[config.mk]
export PLATFORM = sky130hd
export DESIGN_NAME = ram_arbiter
export DESIGN_NICKNAME = d
export VERILOG_FILES = /design/src/rtl/cpu_pkg.sv /design/src/rtl/arb_starve_ctr.sv /design/src/rtl/ram_arbiter.sv
export SDC_FILE = /design/constraint.sdc
export NUM_CORES = 1
export LEC_CHECK = 0
export BUFFER_PORTS_ARGS = -buffer_cell sky130_fd_sc_hd__buf_2
export CAP_MARGIN = 10
export CORE_MARGIN = 10
export CORE_UTILIZATION = 45
export CTS_CLUSTER_SIZE = 14
export DETAILED_ROUTE_END_ITERATION = 12
export PLACE_DENSITY_LB_ADDON = 0.3
export SYNTH_ARGS = -nofsm -noshare
export SYNTH_HDL_FRONTEND = slang
export SYNTH_SLANG_ARGS = --single-unit
export TNS_END_PERCENT = 20
[constraint.sdc]
create_clock -name clk -period 2.5 [get_ports clk]
set_input_delay 0.375 -clock clk [delete_from_list [all_inputs] [get_ports clk]]
set_output_delay 0.375 -clock clk [all_outputs]
set_load 0.02 [all_outputs]
[src/rtl/cpu_pkg.sv]
// Shared definitions for the cpu core and its RAM arbiter: default widths,
// starvation limit and the encoding of the in-flight read tag.
package cpu_pkg;

  localparam int AW_DEF       = 8;
  localparam int DW_DEF       = 16;
  localparam int MAX_WAIT_DEF = 3;

  typedef enum logic [1:0] {
    TAG_NONE = 2'd0,
    TAG_IF   = 2'd1,
    TAG_D    = 2'd2
  } tag_e;

endpackage

[src/rtl/arb_starve_ctr.sv]
// Saturating count of consecutive denied cycles for one requester; raises
// force_win once the requester has waited MAX_WAIT cycles in a row.
module arb_starve_ctr
  import cpu_pkg::*;
#(
  parameter int MAX_WAIT = MAX_WAIT_DEF
) (
  input  logic clk,
  input  logic reset,
  input  logic req,
  input  logic gnt,
  output logic force_win
);

  localparam int WW = $clog2(MAX_WAIT + 1);

  logic [WW-1:0] cnt_reg;

  assign force_win = (cnt_reg == WW'(MAX_WAIT));

  always_ff @(posedge clk) begin
    if (reset) begin
      cnt_reg <= '0;
    end else if (!req || gnt) begin
      cnt_reg <= '0;
    end else if (!force_win) begin
      cnt_reg <= cnt_reg + 1'b1;
    end
  end

endmodule

[src/rtl/ram_arbiter.sv]
// Shares one single-port RAM between instruction fetch and load/store.
// Data wins contention unless fetch has starved; read data is steered back one cycle later.
module ram_arbiter
  import cpu_pkg::*;
#(
  parameter int AW       = AW_DEF,
  parameter int DW       = DW_DEF,
  parameter int MAX_WAIT = MAX_WAIT_DEF,
  parameter int CW       = 16
) (
  input  logic          clk,
  input  logic          reset,
  input  logic          if_req,
  input  logic [AW-1:0] if_addr,
  output logic          if_gnt,
  output logic [DW-1:0] if_rdata,
  output logic          if_rvalid,
  input  logic          d_req,
  input  logic          d_we,
  input  logic [AW-1:0] d_addr,
  input  logic [DW-1:0] d_wdata,
  output logic          d_gnt,
  output logic [DW-1:0] d_rdata,
  output logic          d_rvalid,
  output logic          mem_en,
  output logic          mem_we,
  output logic [AW-1:0] mem_addr,
  output logic [DW-1:0] mem_wdata,
  input  logic [DW-1:0] mem_rdata,
  output logic [CW-1:0] conflict_cnt
);

  logic          force_if;
  tag_e          tag_reg;
  tag_e          tag_next;
  logic [DW-1:0] if_rdata_reg;
  logic [DW-1:0] d_rdata_reg;
  logic [CW-1:0] conflict_reg;

  arb_starve_ctr #(.MAX_WAIT(MAX_WAIT)) u_if_starve (
    .clk       (clk),
    .reset     (reset),
    .req       (if_req),
    .gnt       (if_gnt),
    .force_win (force_if)
  );

  // Reset suppresses grants so nothing reaches the RAM during the reset cycle.
  always_comb begin
    if_gnt = 1'b0;
    d_gnt  = 1'b0;
    if (!reset) begin
      if (if_req && d_req) begin
        if (force_if) if_gnt = 1'b1;
        else          d_gnt  = 1'b1;
      end else if (if_req) begin
        if_gnt = 1'b1;
      end else if (d_req) begin
        d_gnt = 1'b1;
      end
    end
  end

  always_comb begin
    mem_en    = if_gnt | d_gnt;
    mem_we    = d_gnt & d_we;
    mem_addr  = '0;
    mem_wdata = '0;
    if (if_gnt) begin
      mem_addr = if_addr;
    end else if (d_gnt) begin
      mem_addr  = d_addr;
      mem_wdata = d_wdata;
    end
  end

  always_comb begin
    tag_next = TAG_NONE;
    if (if_gnt)             tag_next = TAG_IF;
    else if (d_gnt && !d_we) tag_next = TAG_D;
  end

  // RAM data is only valid in the cycle after the read; the hold registers
  // keep each side's last returned word stable between its own reads.
  assign if_rvalid = !reset && (tag_reg == TAG_IF);
  assign d_rvalid  = !reset && (tag_reg == TAG_D);
  assign if_rdata  = if_rvalid ? mem_rdata : if_rdata_reg;
  assign d_rdata   = d_rvalid  ? mem_rdata : d_rdata_reg;
  assign conflict_cnt = conflict_reg;

  always_ff @(posedge clk) begin
    if (reset) begin
      tag_reg      <= TAG_NONE;
      if_rdata_reg <= '0;
      d_rdata_reg  <= '0;
      conflict_reg <= '0;
    end else begin
      tag_reg <= tag_next;
      if (if_rvalid) if_rdata_reg <= mem_rdata;
      if (d_rvalid)  d_rdata_reg  <= mem_rdata;
      if (if_req && d_req && (conflict_reg != '1)) conflict_reg <= conflict_reg + 1'b1;
    end
  end

endmodule

==> flow_summary.yaml <==
pwr:
  powerDensity_mw_per_mm2: 468.6
  p_total_mw: 1.522
  p_leak_nw: 1.660
  ir_worst_vdd_mv: 0.2076
clock_tree:
  cts_root_buf: "clkbuf_8"
  path_clk_slew_ps: 90
  cts_tree: "yes"
  htreeDepth: 2
  cts.sinks: 52
  cts_buffer_depth: 2
  cts_hold_buf: 0
  insertion_delay_ps: 300
  cts_made_buffers: 5
global_routing:
  antenna_found_initial: 0
  grt_usage_pct: 14.92
  grt_max_degree: 35
  grt_pass1_vias: 2230
  grt_pass1_wl_um: 10900
  gr-total-overflow: 0
floorplan:
  dieHeight_um: 93.35
  die_x_um: 93.35
  coreArea_mm2: 0.005172
  io_pins: 131
  start_util_pct: 46.81
  fp.dieArea_mm2: 0.008714
  row_count: 26
worst_setup_path:
  path_buf_inv: 2
  cp_max_fo: 17
  crit_path_end_kind: "primary output"
  arrival_ps: 1860
  cp-start-kind: "flip-flop"
  slowest_stage: "dfxtp_1"
  cpPeakStageDelay_ps: 340
  critPathTopFamily: "buffers and inverters"
  path_class: "flip-flop to primary output"
  crit_chain: "ha_1 -> o21ai_1 -> buf_4 -> and2_2 -> a22o_1 -> buf_2"
  cp.required_ps: 2120
placed_design:
  dp.cells: 441
  dp_hpwl_um: 5423
  port_buffers: 130
  gp_congestion: 0.7803
timing:
  slew_headroom_pct: 53.70
  fmax_mhz: 446.6
  setup_viol: 0
  layout_worst_path_cycle_share_pct: 89.57
  finalHoldViolCount: 0
  fin_crit_ps: 2239
  tns_ps: 0
  rsz0062_at_grt: "false"
  slew_viol_final: 0
  worst_pin_slew_ps: 688.1
  clock_skew_ps: 2.605
synthesis:
  syn_area_mm2: 0.002421
  avgSynthCellArea_um2: 9.802
  syn-instance-count: 247
  synthFlopType: "dfxtp_1"
  yosys_warnings: 0
  ys_types: 39
  ys_seq_area_share_pct: 43.00
  synthesis.nets: 303
  synth_edf_count: 0
  ys_seq_elements: 52
  async_flop_share_pct: 0
job:
  maxCapViolCount: 0
detailed_routing:
  routed_via_density: 5.190
  drtIter0Drc: 69
  totalWireLength_um: 6918
  post_drt_wl_per_cell_um: 15.44
  drt-pass1-iter-count: 4
  drc: 0
  vias: 2325
  route.antenna.remaining_nets: 0
cells_and_area:
  diodes: 0
  multi_input_area_mm2: 0.001311
  fin_cells: 448
  syn_to_final_growth_pct: 34.11
  postLayoutCoreUtil_pct: 62.77
  drive_above_1_share_pct: 49.74
  seq_area_mm2: 0.001041
  nFillCells: 473
  fin_nets: 434
worst_hold_path:
  hp-class: "input port to flip-flop"
outcome:
  status: "complete, no violations"
[cell type report]
class                           count  area share, %
Multi-Input combinational cell    177          40.39
Sequential cell                    52          32.06
Timing Repair Buffer              138          21.89
Tap cell                           70          2.697
Clock buffer                        5          2.119
Inverter                            4         0.4624
Clock inverter                      2         0.3854
[final timing paths]
check | slack [ps] | startpoint | to | cells past startpoint
setup / recovery | 260 | u_if_starve.cnt_reg[0] | mem_addr[0] | 6
hold / removal | 240 | d_we | tag_reg[1] | 2
setup reg to reg | 530 | conflict_cnt[4] | conflict_cnt[15] | 4
hold reg to reg | 490 | u_if_starve.cnt_reg[0] | u_if_starve.cnt_reg[0] | 1
[Yosys cell counts, drive strengths merged (4+ instances only)]
cell / number / area [µm²]
nor2b: 36 / 225.2
dfxtp: 52 / 1041
o21ai: 6 / 30.02
inv: 4 / 15.01
and3: 17 / 106.4
nand2: 6 / 22.52
mux2: 33 / 371.6
a21oi: 9 / 45.04
a22o: 8 / 70.07
or3: 7 / 46.29
nor3: 5 / 25.02
nor2: 9 / 33.78
nand4: 5 / 37.53
clkbuf: 12 / 45.04
[layout by cell type (no fill, tap or decap), types with 2 or more instances in the layout]
master / instances
a21oi_1: 9
a22o_1: 8
a31oi_1: 2
and2_1: 2
and3_1: 17
buf_2: 130
buf_4: 8
clkbuf_8: 5
dfxtp_1: 52
ha_1: 3
inv_1: 4
mux2_2: 33
nand2_1: 6
nand3_1: 3
nand4_1: 4
nor2_1: 9
nor2b_1: 36
nor3_1: 5
nor3b_2: 2
nor4_1: 3
nor4b_1: 2
o21ai_0: 5
o21bai_1: 2
o31ai_1: 3
o41ai_1: 2
or3_1: 5
or3_2: 2
[cell families (layout without fill, tap and decap cells)]
| kind of cell | Yosys count | after routing | share of synthesized area (%) |
|---|---|---|---|
| buf+inv | 18 | 149 | 2.894 |
| flops | 52 | 52 | 43.00 |
| fa+ha+maj | 3 | 3 | 1.551 |
| simple gates | 106 | 106 | 27.39 |
| mux | 33 | 33 | 15.35 |
| compound gates | 35 | 35 | 9.819 |
[power by group]
group          total, mW  switching [mW]  internal (mW)
logic              0.229           0.130         0.0987
registers          0.846         0.00565          0.841
clock network      0.447           0.257          0.190
total               1.52           0.392           1.13
[through the flow]
step	instance area [µm²]	hold slack [ps]	setup WS, ps
final	3247	241.3	260.8
after global routing	3247	238.5	84.00
after CTS	3246	229.7	142.0
after detailed placement	3164	473.5	475.0
after global placement	3164	445.7	542.3
after floorplan	2421	437.7	463.8
[metal layers]
metal	up-vias	global-route usage, %	wire (µm)
li1	1154	-	-
met1	1092	16.75	2933
met2	67	25.75	3385
met3	12	4.556	463
met4	0	5.784	136
met5	-	0	0
[what timing repair did]
item / in CTS / in global routing
resized for setup: 0 / 1
setup buffers: 0 / 0
endpoints found under the setup margin: 0 / 7
Note: power is estimated with default switching activity, not from simulation.
